<file path="config.mk">
export PLATFORM = sky130hd
export DESIGN_NAME = seven_seg_capture
export DESIGN_NICKNAME = d
export VERILOG_FILES = /design/src/rtl/seven_seg_capture.sv
export SDC_FILE = /design/constraint.sdc
export NUM_CORES = 1
export LEC_CHECK = 0
export ABC_AREA = 0
export CAP_MARGIN = 0
export CORE_ASPECT_RATIO = 0.7
export CORE_MARGIN = 4
export CORE_UTILIZATION = 56
export DETAILED_ROUTE_END_ITERATION = 7
export GPL_ROUTABILITY_DRIVEN = 0
export HOLD_SLACK_MARGIN = 0.15
export PLACE_DENSITY_LB_ADDON = 0.05
export SLEW_MARGIN = 25
export SYNTH_ARGS = -nofsm -noshare
export SYNTH_HDL_FRONTEND = slang
export SYNTH_SLANG_ARGS = --single-unit
</file>
<file path="constraint.sdc">
create_clock -name clk -period 2.1 [get_ports clk]
set_input_delay 0.42 -clock clk [delete_from_list [all_inputs] [get_ports clk]]
set_output_delay 0.42 -clock clk [all_outputs]
set_load 0.1 [all_outputs]
</file>
<file path="src/rtl/seven_seg_capture.sv">
// ============================================================================
// Module   : seven_seg_capture
// Purpose  : Samples a multiplexed active-low 7-segment bus, decodes each
//            stable digit back to a hex nibble and hands out complete frames.
// Revision : 1.0  initial release
// ============================================================================
`default_nettype none

module seven_seg_capture #(
    parameter int DIGITS        = 4,
    parameter int STABLE_CYCLES = 8,
    parameter int CNT_W         = 4
) (
    input  logic                  clk,
    input  logic                  rst_n,
    input  logic [6:0]            seg_in,
    input  logic [DIGITS-1:0]     an_in,
    output logic [4*DIGITS-1:0]   frame_data,
    output logic [DIGITS-1:0]     frame_err,
    output logic                  frame_valid,
    input  logic                  frame_ready,
    output logic                  overrun
);

    localparam int         c_IDX_W    = (DIGITS > 1) ? $clog2(DIGITS) : 1;
    localparam [CNT_W-1:0] c_CNT_LAST = CNT_W'(STABLE_CYCLES - 1);

    typedef enum logic [1:0] {
        S_IDLE  = 2'd0,
        S_TRACK = 2'd1,
        S_HELD  = 2'd2
    } state_t;

    logic [6:0]          r_seg_s1, r_seg_s2, r_seg_prev;
    logic [DIGITS-1:0]   r_an_s1, r_an_s2, r_an_prev;
    state_t              r_state, w_state_next;
    logic [CNT_W-1:0]    r_stab_cnt, w_stab_cnt_next;
    logic [DIGITS-1:0]   r_seen;
    logic [4*DIGITS-1:0] r_shadow_data;
    logic [DIGITS-1:0]   r_shadow_err;

    logic [DIGITS-1:0]   w_an_act;
    logic                w_an_onehot;
    logic                w_changed;
    logic                w_capture;
    logic [c_IDX_W-1:0]  w_digit_idx;
    logic [DIGITS-1:0]   w_we;
    logic [3:0]          w_nibble;
    logic                w_dec_err;
    logic                w_frame_done;

    // Two-flop synchronizer; idle bus (all segments and anodes off) is all ones.
    always_ff @(posedge clk) begin
        if (!rst_n) begin
            r_seg_s1   <= '1;
            r_seg_s2   <= '1;
            r_seg_prev <= '1;
            r_an_s1    <= '1;
            r_an_s2    <= '1;
            r_an_prev  <= '1;
        end else begin
            r_seg_s1   <= seg_in;
            r_seg_s2   <= r_seg_s1;
            r_seg_prev <= r_seg_s2;
            r_an_s1    <= an_in;
            r_an_s2    <= r_an_s1;
            r_an_prev  <= r_an_s2;
        end
    end

    assign w_an_act    = ~r_an_s2;
    assign w_an_onehot = (w_an_act != '0) && ((w_an_act & (w_an_act - 1'b1)) == '0);
    assign w_changed   = (r_an_s2 != r_an_prev) || (r_seg_s2 != r_seg_prev);

    always_comb begin
        w_digit_idx = '0;
        for (int k = 0; k < DIGITS; k++) begin
            if (w_an_act[k]) begin
                w_digit_idx = c_IDX_W'(k);
            end
        end
    end

    // Segment patterns are g..a, active-low.
    always_comb begin
        w_nibble  = 4'h0;
        w_dec_err = 1'b0;
        case (r_seg_s2)
            7'b1000000: w_nibble = 4'h0;
            7'b1111001: w_nibble = 4'h1;
            7'b0100100: w_nibble = 4'h2;
            7'b0110000: w_nibble = 4'h3;
            7'b0011001: w_nibble = 4'h4;
            7'b0010010: w_nibble = 4'h5;
            7'b0000010: w_nibble = 4'h6;
            7'b1111000: w_nibble = 4'h7;
            7'b0000000: w_nibble = 4'h8;
            7'b0010000: w_nibble = 4'h9;
            7'b0001000: w_nibble = 4'hA;
            7'b0000011: w_nibble = 4'hB;
            7'b1000110: w_nibble = 4'hC;
            7'b0100001: w_nibble = 4'hD;
            7'b0000110: w_nibble = 4'hE;
            7'b0001110: w_nibble = 4'hF;
            default:    w_dec_err = 1'b1;
        endcase
    end

    always_ff @(posedge clk) begin
        if (!rst_n) begin
            r_state    <= S_IDLE;
            r_stab_cnt <= '0;
        end else begin
            r_state    <= w_state_next;
            r_stab_cnt <= w_stab_cnt_next;
        end
    end

    always_comb begin
        w_state_next    = r_state;
        w_stab_cnt_next = r_stab_cnt;
        w_capture       = 1'b0;
        case (r_state)
            S_IDLE: begin
                w_stab_cnt_next = '0;
                if (w_an_onehot) begin
                    w_state_next = S_TRACK;
                end
            end
            S_TRACK: begin
                if (w_changed) begin
                    w_stab_cnt_next = '0;
                    w_state_next    = w_an_onehot ? S_TRACK : S_IDLE;
                end else if (r_stab_cnt == c_CNT_LAST) begin
                    w_capture       = 1'b1;
                    w_stab_cnt_next = '0;
                    w_state_next    = S_HELD;
                end else begin
                    w_stab_cnt_next = r_stab_cnt + CNT_W'(1);
                end
            end
            S_HELD: begin
                // A dwell is captured once; only a bus change re-arms tracking.
                if (w_changed) begin
                    w_stab_cnt_next = '0;
                    w_state_next    = w_an_onehot ? S_TRACK : S_IDLE;
                end
            end
            default: begin
                w_stab_cnt_next = '0;
                w_state_next    = S_IDLE;
            end
        endcase
    end

    generate
        for (genvar k = 0; k < DIGITS; k++) begin : g_digit_we
            assign w_we[k] = w_capture && (w_digit_idx == c_IDX_W'(k));
        end
    endgenerate

    assign w_frame_done = &r_seen;

    always_ff @(posedge clk) begin
        if (!rst_n) begin
            r_seen        <= '0;
            r_shadow_data <= '0;
            r_shadow_err  <= '0;
            frame_data    <= '0;
            frame_err     <= '0;
            frame_valid   <= 1'b0;
            overrun       <= 1'b0;
        end else begin
            r_seen <= (w_frame_done ? '0 : r_seen) | w_we;
            for (int k = 0; k < DIGITS; k++) begin
                if (w_we[k]) begin
                    r_shadow_data[4*k +: 4] <= w_nibble;
                    r_shadow_err[k]         <= w_dec_err;
                end
            end
            // A completing frame wins over acceptance; overrun only if the old one was lost.
            overrun <= w_frame_done && frame_valid && !frame_ready;
            if (w_frame_done) begin
                frame_data  <= r_shadow_data;
                frame_err   <= r_shadow_err;
                frame_valid <= 1'b1;
            end else if (frame_valid && frame_ready) begin
                frame_valid <= 1'b0;
            end
        end
    end

endmodule

`default_nettype wire
</file>
==> results list, run 1 <==
- Post-Synthesis Mean Instance Area: 9.11 sq um
- Flop and latch count out of synthesis: 85
* Effective utilization at floorplan: 58.8%
* Clock Latency Late Sink: 360 ps
* Final count of pins violating max slew: 0
* CTS Buf Count: 9
- The floorplan step set the die height to 73.5 um.
* Number of setup violations in the final report: 0
* Largest net degree at the start of global routing: 46
* First-pass GRT wire length: 11.8 mm
- Clock Sink Count: 85
- Counting every instance in the synthesized netlist gives 377.
- Once routing completed, OpenROAD measured the worst setup slack at 116 ps.
- Summed over all layers, the global routing overflow is 0.
- Final worst-path cycle share: 94.5%
* Final routed DRC violation total: 0
* Number of enable-type register cells in the synthesized netlist: 0
* Layout overhead on the synthesized area: 19.1%
* Cell variety after synth: 41
* WL/cell: 13.8 um
- # placed instances: 481
* # H-tree levels: 3
* Capture point of the worst reg-to-reg path: r_shadow_err[3]
- Fin nets: 434
* Sink of the worst hold path: r_seg_s2[1]
* Detailed Routing Iterations Pass 1: 4
- Antenna cells: 0
- The flow ran to the end, and the final reports show no timing, DRC or antenna violations.
- Share of synthesized area occupied by flip-flops and latches: 49.5%
- The worst setup path is launched from a flop.
- Clock transition at the registers of the reported paths: 80 ps
* Count of input and output buffers: 35
* R2R Path Start: r_seg_s2[3]
- Count of vias placed by the detailed router: 2,724
- Post-synthesis async set-or-reset flop share: 0%
* Area inside the core boundary: 5840 sq um
- In this run the static leakage power is 1.49 nW.
- The floorplan step set the die width to 102 um.
* TritonCTS clock tree: built
* Arrival time at the worst endpoint: 2220 ps
- In this run the core area contains 23 standard-cell rows.
- In the routed layout, each cell is associated on average with a via count of 5.46.
* Count of synthesis-stage warnings from yosys: 0
* Antenna-violating nets left: 0
- Top cell types by occurrence after synthesis: sky130_fd_sc_hd__dfxtp_1 (85), sky130_fd_sc_hd__nand2_1 (53), sky130_fd_sc_hd__nand2b_1 (42), sky130_fd_sc_hd__a21oi_1 (40), sky130_fd_sc_hd__clkbuf_1 (15)
* Layout cells sized above 1: 15.3%
* Number of I/O pins: 36
- The most used flip-flop cell after synthesis is sky130_fd_sc_hd__dfxtp_1.
* Critical-path maximum fanout: 10
- At the worst endpoint, the required time is 2340 ps.
- Relative slew slack: 55.9%
* Detailed placer's ending HPWL: 4.89 mm
* Full die area: 7470 sq um
* Type of destination of the critical path: flop
- The filler cells instantiated in the layout total 457.
- By instance count, the leading cell after synthesis is sky130_fd_sc_hd__dfxtp_1.
- In this run, the number of DRC markers left after iteration 0 of detailed routing was 90.
- Cell area power density: 733 nW/um^2
- Worst setup skew after layout: 11.1 ps
* Maximum resistive drop on vdd: 0.460 mV
- Along the worst hold path, the cell count comes to 1.
- Prior to clock tree synthesis, the placed netlist has a worst setup slack of 82.3 ps.
- The number of nets handed over by synthesis was 392.
- Cell types occupying the most area after synthesis: sky130_fd_sc_hd__dfxtp_1 (50%), sky130_fd_sc_hd__nand2b_1 (7.6%), sky130_fd_sc_hd__a21oi_1 (5.8%), sky130_fd_sc_hd__nand2_1 (5.8%), sky130_fd_sc_hd__mux2i_1 (3.5%)
- At the pin with the least slew margin, the transition time is 661 ps.
* Sum of routed wire length over all layers: 6.88 mm
* Number of non-filler instances in the completed layout: 499
* Leading area contributor after synthesis: sky130_fd_sc_hd__dfxtp_1
- Unrepaired setup endpoints after global routing: yes
- Max-cap violations: 0
- Timing would allow up to 504 MHz.
- The clock passes through at most 2 buffers.
* Cell chosen for the clock root: sky130_fd_sc_hd__clkbuf_8
- Minimum clock period: 1980 ps
* Post-CTS Hold Buffers: 0
* Post-route setup TNS: 0 ps
- Hold path start: r_seg_s1[1]
- The worst register-to-register path has a depth of 5.
- Reg-to-reg setup timing slack: 120 ps
- The setup path with the least slack is of type flop to flop.
* Final Hold Fails: 0
- Post-synth top area share: 49.5%
- Hold Crit Class: flop to flop
- Area of the mapped netlist: 3440 sq um
- Across every metal layer, demand over resource in global routing totals 20.0%.
- Antenna violations before repair: 0
- The via count of the first global-routing pass was 2,524.
-- timing repair --
| item | 4_1_cts | 5_1_grt |
|---|---|---|
| endpoints found under the setup margin | 0 | 8 |
| setup buffers | 0 | 2 |
| gates resized for setup | 0 | 3 |
-- critical path: stages, from the launching register on --
cell	delay [ps]
sky130_fd_sc_hd__dfxtp_1	510
sky130_fd_sc_hd__xnor2_1	220
sky130_fd_sc_hd__and4_1	310
sky130_fd_sc_hd__nand4_1	250
sky130_fd_sc_hd__or3_1	440
sky130_fd_sc_hd__mux2i_1	140
-- how the worst max path moves through the flow --
stage,from,end
after floorplan,r_an_s2[3],r_shadow_data[8]
after global placement,r_seg_s2[4],r_shadow_err[2]
after detailed placement,r_seg_s2[4],r_shadow_err[2]
after CTS,r_seg_s2[4],r_shadow_err[2]
after global routing,r_stab_cnt[0],r_shadow_data[12]
final,r_seg_s2[3],r_shadow_err[3]
-- per-stage QoR --
stage | area, sq um | hold slack, ps | power (W) | utilization, %
after floorplan | 3440 | 386 | 0.00184 | -
after global placement | 3870 | 388 | 0.00189 | 66.3
after detailed placement | 3870 | 393 | 0.00190 | 66.3
after CTS | 4070 | 411 | 0.00302 | 69.6
after global routing | 4090 | 434 | 0.00312 | 70.1
final | 4090 | 408 | 0.00300 | 70.1
-- layout by cell type, fill, tap and decap left out, types with 2 or more instances in the layout --
| cell | n |
|---|---|
| sky130_fd_sc_hd__dfxtp_1 | 85 |
| sky130_fd_sc_hd__nand2_1 | 53 |
| sky130_fd_sc_hd__nand2b_1 | 42 |
| sky130_fd_sc_hd__buf_4 | 41 |
| sky130_fd_sc_hd__a21oi_1 | 40 |
| sky130_fd_sc_hd__nand3_1 | 14 |
| sky130_fd_sc_hd__clkdlybuf4s50_1 | 13 |
| sky130_fd_sc_hd__mux2i_1 | 12 |
| sky130_fd_sc_hd__nor2_1 | 12 |
| sky130_fd_sc_hd__nor3_1 | 11 |
| sky130_fd_sc_hd__clkbuf_8 | 10 |
| sky130_fd_sc_hd__xnor2_1 | 9 |
| sky130_fd_sc_hd__o21ai_0 | 9 |
| sky130_fd_sc_hd__nor2b_1 | 8 |
| sky130_fd_sc_hd__nand4_1 | 7 |
| sky130_fd_sc_hd__xor2_1 | 4 |
| sky130_fd_sc_hd__and3b_1 | 4 |
| sky130_fd_sc_hd__nor4_4 | 4 |
| sky130_fd_sc_hd__nor4b_1 | 4 |
| sky130_fd_sc_hd__and4_1 | 3 |
| sky130_fd_sc_hd__or3_1 | 3 |
| sky130_fd_sc_hd__nor4_1 | 3 |
| sky130_fd_sc_hd__clkbuf_1 | 3 |
| sky130_fd_sc_hd__nand3b_1 | 2 |
| sky130_fd_sc_hd__nand4_2 | 2 |
| sky130_fd_sc_hd__inv_1 | 2 |
| sky130_fd_sc_hd__o211ai_1 | 2 |
| sky130_fd_sc_hd__nand4b_1 | 2 |
| sky130_fd_sc_hd__a221oi_1 | 2 |
| sky130_fd_sc_hd__o21ai_1 | 2 |
| sky130_fd_sc_hd__clkinvlp_4 | 2 |
| sky130_fd_sc_hd__buf_12 | 2 |
-- sequential cells by signal, indices dropped and copies added (netlist names), 7 cells and up --
| signal | count |
|---|---|
| r_seg_s2 | 7 |
| r_shadow_data | 16 |
| frame_data | 16 |
| r_seg_prev | 7 |
| r_seg_s1 | 7 |
-- power breakdown --
part | internal (W) | switching, W
clock network | 0.000584 | 0.000552
registers | 0.00164 | 0.0000181
logic | 0.0000915 | 0.000117
total | 0.00231 | 0.000688
-- logic make-up (layout without fill, tap and decap cells) --
logic type | after synthesis | count (layout) | share of synthesized area [%]
fa+ha+maj | 1 | 1 | 0.364
xor+xnor | 13 | 13 | 3.31
compound gates | 59 | 59 | 9.25
flops | 85 | 85 | 49.5
buf+inv | 28 | 75 | 3.82
mux | 12 | 12 | 3.50
simple gates | 179 | 179 | 30.2
-- final cells by class --
class | instances | area (sq um) | share of cell area, %
Inverter | 3 | 11.3 | 0.275
Sequential cell | 85 | 1700 | 41.6
Multi-Input combinational cell | 264 | 1610 | 39.4
Tap cell | 75 | 93.8 | 2.29
Clock inverter | 3 | 45.0 | 1.10
Timing Repair Buffer | 56 | 478 | 11.7
Clock buffer | 13 | 149 | 3.64
-- layer usage --
layer | global-route usage (%) | vias to the layer above | share of wire, %
met1 | 27.8 | 1277 | 50
met5 | 0 | - | 0
met2 | 29.4 | 59 | 43
met3 | 5.60 | 14 | 4.8
li1 | - | 1374 | -
met4 | 7.67 | 0 | 1.5
(Power assumes the default switching activity.)
==> run 2: changes to the inputs <==
SKIP_LAST_GASP = 1   (was unset)
==> results list, run 2 (synthesis gave the netlist of run 1 again) <==
- The share of total power consumed by net switching came to 22.9% (about the same).
* Detailed Routing Iterations Pass 1: 4 (unchanged)
- The via count of the first global-routing pass is 2,524 (unchanged).
- Hold Crit Class: flop to flop
* Total routing resource utilization after global routing: 20.0% (unchanged)
* Proportion of power drawn by flip-flops and latches: 55.2% (about the same)
- Largest incremental delay on the critical path: 420 ps (-90 ps)
* TritonCTS clock tree: built
* Capture point of the worst reg-to-reg path: r_shadow_data[15]
* Aggregate global routing overflow: 0 (unchanged)
- The tightest slew margin relative to the limit is 55.8% (-0.12 points).
- The clock skew after layout came to 11.1 ps (unchanged).
- The maximum achievable frequency is 503 MHz (-0.29%).
- The area growth from synthesis to layout was 19.0% (about the same).
* Cell area power density: 734 nW/um^2 (about the same)
* Max Root-Sink Buffers: 2 (unchanged)
- Minimum clock period: 1990 ps (+5.81 ps)
* # H-tree levels: 3 (unchanged)
* Worst setup path endpoint: r_shadow_data[15]
- The count of final hold-check violations is 0 (unchanged).
* Total number of cells along the worst setup path: 7 (+2)
* Relative contribution of the clock network to total power: 37.9% (about the same)
* Count of input and output buffers: 35 (unchanged)
- The die area was 7470 sq um (unchanged).
- Layout cells sized above 1: 15.1% (-0.24 points)
- STA classifies the critical path startpoint as a flop.
- Final routed DRC violation total: 0 (unchanged)
- Number of I/O pins: 36 (unchanged)
* Utilization of the core after routing: 70.0% (about the same)
* FF-to-FF path depth: 7 (+2)
- The total non-filler cell area in the finished layout is 4090 sq um (about the same).
- Detailed placer's ending HPWL: 4.89 mm (unchanged)
- Traced cell by cell, the critical path runs through ha_1 > nand3b_1 > or3_1 > nor4_4 > buf_4 > mux2i_1 > nor2_1.
- In the layout the commonest cells are sky130_fd_sc_hd__dfxtp_1 (85), sky130_fd_sc_hd__nand2_1 (53), sky130_fd_sc_hd__nand2b_1 (42).
* Post-CTS Hold Buffers: 0 (unchanged)
* Sum of routed wire length over all layers: 6.88 mm (-0.10%)
- Largest net degree at the start of global routing: 46 (unchanged)
- The tree is rooted in a sky130_fd_sc_hd__clkbuf_8.
* Combinational share of power: 6.9% (about the same)
- Arrival time at the worst endpoint: 2240 ps (+20 ps)
- The clock-pin slew on the worst setup and hold paths came to 80 ps (about the same).
* Total power consumption of the routed design: 0.00300 W (about the same)
* Final count of pins violating max slew: 0 (unchanged)
- The worst voltage drop across the vdd grid came to 0.459 mV (-0.36%).
- The sum of buffers and inverters on the critical path is 1 (+1).
* Antenna-violating nets left: 0 (unchanged)
- Number of setup violations in the final report: 0 (unchanged)
- CP Class: flop to flop
- Effective utilization at floorplan: 58.8% (unchanged)
- For this design, the slowest cell found on the critical path is sky130_fd_sc_hd__or3_1.
* Critical-path maximum fanout: 4 (-6)
* Status: complete, no violations
- The transition time at the pin with the least slew margin is 663 ps (+1.80 ps).
- Max-cap violations: 0 (unchanged)
- The average wire length per cell after detail routing was 13.8 um (-0.10%).
- First-pass GRT wire length: 11.8 mm (unchanged)
* CTS Buf Count: 9 (unchanged)
* Largest registers: frame_data (16), r_shadow_data (16)
- DR iter-0 viols: 90 (unchanged)
* Floorplan die width: 102 um (unchanged)
* Final worst-path cycle share: 94.7% (+0.28 points)
* Data required time at the worst endpoint: 2350 ps (about the same)
- Total net switching power: 0.000687 W (about the same)
* Type of destination of the critical path: flop
- Setup repair after global routing could not meet its margin everywhere.
* Most frequent standard cell in the layout excluding fill and tap cells: sky130_fd_sc_hd__dfxtp_1
* Instance area after placement: 3870 sq um (unchanged)
- The leakage dissipation is 1.49 nW (+0.21%).
* R2R Path Start: r_stab_cnt[0]
- Number of placement rows: 23 (unchanged)
* Antenna violations before repair: 0 (unchanged)
* Average vias per placed instance: 5.45 (-0.22%)
* Die H: 73.5 um (unchanged)
- Category of cells accounting for the largest share of critical-path delay: simple AND/OR/NAND/NOR gates
- Clock Latency Late Sink: 360 ps (about the same)
- Antenna cells: 0 (unchanged)
* Internal Dissipation: 0.00231 W (about the same)
- Fin nets: 434 (unchanged)
- Area inside the core boundary: 5840 sq um (unchanged)
- Count of vias placed by the detailed router: 2,718 (-0.22%)
- Clock Sink Count: 85 (unchanged)
- Reg-to-reg setup timing slack: 110 ps (about the same)
- Beginning of the critical path: r_stab_cnt[0]
[run 2: cell counts in the layout (fill, tap and decap cells not counted)]
No cell type changed its count.
[run 2: worst min path at each step]
stage	start	end	slack [ps]	cells past startpoint
floorplan	r_an_s1[0]	r_an_s2[0]	390	1
global placement	r_seg_s1[5]	r_seg_s2[5]	390	1
detailed placement	r_seg_s1[1]	r_seg_s2[1]	390	1
CTS	r_seg_s1[1]	r_seg_s2[1]	410	1
global route	r_seg_s1[1]	r_seg_s2[1]	430	1
finish	r_seg_s1[1]	r_seg_s2[1]	410	1
[run 2: routing by layer]
layer	global-route usage (%)	share of wire (%)	wire length, um	up-vias
li1	-	-	-	1375
met3	5.60	4.8	328	14
met4	7.67	1.5	104	0
met2	29.4	43	2980	55
met5	0	0	0	-
met1	27.8	50	3470	1274
[run 2: power by group through the flow]
stage	logic, W	registers (W)	clock network [W]
2_1_floorplan	0.000151	0.00169	0
3_3_place_gp	0.000201	0.00169	0
3_5_place_dp	0.000206	0.00169	0
4_1_cts	0.000207	0.00166	0.00116
5_1_grt	0.000227	0.00166	0.00123
6_report	0.000208	0.00166	0.00114
[run 2: through the flow]
stage | worst slack (ps) | hold WS [ps] | cells | setup TNS (ps)
global placement | 165 | 388 | 481 | 0
finish | 111 | 409 | 499 | 0
detailed placement | 82.3 | 393 | 481 | 0
global route | -77.8 | 434 | 499 | -160
CTS | 63.7 | 411 | 497 | 0
floorplan | 207 | 386 | 377 | 0
[run 2: layout make-up]
| type | count | area, sq um |
|---|---|---|
| multi-input combinational | 264 | 1610 |
| fill | 457 | 1750 |
| tap | 75 | 93.8 |
| timing repair buffer | 56 | 478 |
| inverter | 3 | 11.3 |
| sequential | 85 | 1700 |
| clock buffer | 13 | 149 |
| clock inverter | 3 | 45.0 |
[run 2: repair_timing]
item / in CTS / in global routing
endpoints found under the hold margin: 0 / 0
endpoints found under the setup margin: 0 / 8
resized for setup: 0 / 2
setup buffers: 0 / 2
[run 2: worst reg2reg max path: stages, from the launching register on]
cell                       delay [ps]
sky130_fd_sc_hd__dfxtp_1          390
sky130_fd_sc_hd__ha_1             230
sky130_fd_sc_hd__nand3b_1         150
sky130_fd_sc_hd__or3_1            430
sky130_fd_sc_hd__nor4_4           270
sky130_fd_sc_hd__buf_4            190
sky130_fd_sc_hd__mux2i_1          180
sky130_fd_sc_hd__nor2_1            50
==> run 3: changes to the inputs <==
clock period = 2.2 ns   (was 2.1 ns; I/O delays follow)
==> results list, run 3 (synthesis gave the netlist of run 1 again) <==
- Status: complete, no violations
- The number of diodes added for antenna fixing was 0 (unchanged).
- # H-tree levels: 3 (unchanged)
- The share of total power consumed by net switching came to 24.9% (+2.0 points).
- Fin nets: 431 (-0.69%)
- Cell chosen for the clock root: sky130_fd_sc_hd__clkbuf_8
* Worst setup skew after layout: 10.3 ps (-0.768 ps)
- Number of I/O pins: 36 (unchanged)
- Final count of pins violating max slew: 0 (unchanged)
- The final cycle utilization of the critical path was 91.7% (-3.0 points).
- The internal power contribution came to 0.00209 W (-9.5%).
- The count of final hold-check violations was 0 (unchanged).
- Reg-to-reg setup timing slack: 180 ps (+70 ps)
- The combinational share of power is 6.7% (-0.2 points).
* Critical path buffer and inverter count: 0 (-1)
- Type of destination of the critical path: flop
- The peak per-stage delay on the critical path is 520 ps (+100 ps).
- The arrival time at the worst endpoint is 2270 ps (+30 ps).
* Average vias per placed instance: 5.36 (-1.6%)
- Floorplan die width: 102 um (unchanged)
- The half-perimeter wire length of the detailed placement result is 4.86 mm (-0.44%).
- The worst setup path is launched from a flop.
- The placeable core region is 5840 sq um (unchanged).
- The die extent in y was 73.5 um (unchanged).
- Beginning of the critical path: r_seg_s2[1]
* Max Root-Sink Buffers: 2 (unchanged)
- DR iter-0 viols: 110 (+22%)
- The final wirelength was 6.79 mm (-1.3%).
- In the layout the commonest cells are sky130_fd_sc_hd__dfxtp_1 (85), sky130_fd_sc_hd__nand2_1 (53), sky130_fd_sc_hd__nand2b_1 (42).
- Post-CTS Hold Buffers: 0 (unchanged)
- Worst setup path endpoint: r_shadow_data[12]
- The count of final setup violators is 0 (unchanged).
* Count of input and output buffers: 35 (unchanged)
- The via count of the first global-routing pass is 2,447 (-3.1%).
- Cell area power density: 690 nW/um^2 (-5.9%)
- The number of buffers added by the clock tree synthesis step came to 9 (unchanged).
- The average wire length per cell after detail routing was 13.7 um (-0.65%).
- Filler Cells Inserted: 473 (+3.5%)
- FF-to-FF path depth: 5 (-2)
- Grouping stages by cell kind, the critical path spends the most delay in simple AND/OR/NAND/NOR gates.
- The worst voltage drop across the vdd grid came to 0.506 mV (+10%).
- Relative contribution of the clock network to total power: 36.4% (-1.5 points)
* CP Class: flop to flop
* Timing-limited maximum frequency: 496 MHz (-1.4%)
- Number of placement rows: 23 (unchanged)
- The remaining antenna violation count is 0 (unchanged).
- Area of the multi-input gates: 1600 sq um (-0.54%)
- The endpoint identified for the worst register-to-register timing path is r_shadow_data[12].
- Minimum clock period: 2020 ps (+28.3 ps)
- Total routing resource utilization after global routing: 20.1% (+0.15 points)
- Ordered cell list for the critical path: xor2_1 > or3_1 > nor4_4 > mux2i_1 > nor2_1
* Count of vias placed by the detailed router: 2,659 (-2.2%)
- The starting density of the core came to 58.8% (unchanged).
- The data required time of the worst path was 2450 ps (+100 ps).
- Setup repair after global routing left no endpoint under its margin.
- The switching power total is 0.000693 W (+0.87%).
- Largest registers: frame_data (16), r_shadow_data (16)
- The total grt overflow is 0 (unchanged).
- The transition time at the pin with the least slew margin was 656 ps (-7.14 ps).
- The number of gates on the worst path with buffers counted came to 5 (-2).
- Relative slew slack: 56.3% (+0.48 points)
- Full die area: 7470 sq um (unchanged)
- Largest net degree at the start of global routing: 44 (-4.3%)
- The clock-pin slew on the worst setup and hold paths was 90 ps (about the same).
- The number of sinks driven by the clock tree was 85 (unchanged).
* Sequential cell area in the final layout: 1700 sq um (unchanged)
- Cell with the largest stage delay on the worst path: sky130_fd_sc_hd__nor4_4
- Antenna violations before repair: 0 (unchanged)
- Detailed Routing Iterations Pass 1: 4 (unchanged)
- The largest fanout on the critical path is 10 (+6).
- Post-route setup TNS: 0 ps (unchanged)
- The number of gates given a new drive strength after cts came to 0 (unchanged).
- Max-cap violations: 0 (unchanged)
* Final routed DRC violation total: 0 (unchanged)
- Most frequent standard cell in the layout excluding fill and tap cells: sky130_fd_sc_hd__dfxtp_1
- The sequential cell fraction of total power was 56.8% (+1.6 points).
- TritonCTS built the clock tree.
- The worst-skew pair later-pin latency came to 360 ps (about the same).
- Leakage: 1.47 nW (-1.4%)
- Layout overhead on the synthesized area: 17.5%
- Hold WS: 407 ps (-1.87 ps)
- R2R Path Start: r_seg_s2[1]
- The share of layout cells above drive strength 1 came to 14.7% (-0.37 points).
* First-pass GRT wire length: 11.6 mm (-1.3%)
- The path class of the tightest hold or removal check is flop to flop.
==> run 3: cell types whose count changed in the layout (fill, tap and decap cells not counted), sizes merged <==
cell,change
buf,-3
bufinv,-1
clkbuf,-3
clkinv,+2
inv,+2
==> run 3: worst min path at each step <==
| stage | startpoint | endpoint | slack (ps) | depth (start not counted) |
|---|---|---|---|---|
| after floorplan | r_an_s1[0] | r_an_s2[0] | 390 | 1 |
| after global placement | r_seg_s1[0] | r_seg_s2[0] | 390 | 1 |
| after detailed placement | r_an_s1[3] | r_an_s2[3] | 390 | 1 |
| after CTS | r_an_s1[3] | r_an_s2[3] | 410 | 1 |
| after global routing | r_an_s1[3] | r_an_s2[3] | 430 | 1 |
| final | r_seg_s1[0] | r_seg_s2[0] | 410 | 1 |
==> run 3: cell type report <==
| cell class | instances | share of cell area (%) |
|---|---|---|
| sequential | 85 | 42.2 |
| multi-input combinational | 264 | 39.7 |
| timing repair buffer | 53 | 11.0 |
| clock buffer | 10 | 3.41 |
| tap | 75 | 2.32 |
| clock inverter | 6 | 1.15 |
| inverter | 3 | 0.279 |
==> run 3: metal layers <==
layer / share of wire (%) / global-route usage [%] / up-vias
met1: 49 / 27.8 / 1230
li1: - / - / 1371
met4: 1.0 / 5.31 / 0
met3: 5.1 / 7.21 / 7
met5: 0 / 0 / -
met2: 44 / 29.9 / 51
==> run 3: repair_timing <==
item                                    CTS  global route
hold endpoints to repair                  0             0
setup buffers                             0             2
endpoints found under the setup margin    0            12
==> run 3: through the flow <==
stage | instance area, sq um | worst slack [ps] | utilization [%] | power (W) | std cells
2_1_floorplan | 3440 | 307 | - | 0.00175 | 377
3_3_place_gp | 3840 | 187 | 65.7 | 0.00180 | 478
3_5_place_dp | 3840 | 86.0 | 65.7 | 0.00181 | 478
4_1_cts | 4020 | 66.0 | 68.8 | 0.00282 | 494
5_1_grt | 4040 | 0.330 | 69.1 | 0.00292 | 496
6_report | 4040 | 182 | 69.1 | 0.00279 | 496
==> run 3: power groups by stage <==
stage	sequential (W)	combinational, W	clock, W
6_report	0.00158	0.000187	0.00102
5_1_grt	0.00159	0.000205	0.00113
4_1_cts	0.00158	0.000187	0.00105
3_5_place_dp	0.00162	0.000186	0
3_3_place_gp	0.00162	0.000184	0
2_1_floorplan	0.00161	0.000144	0
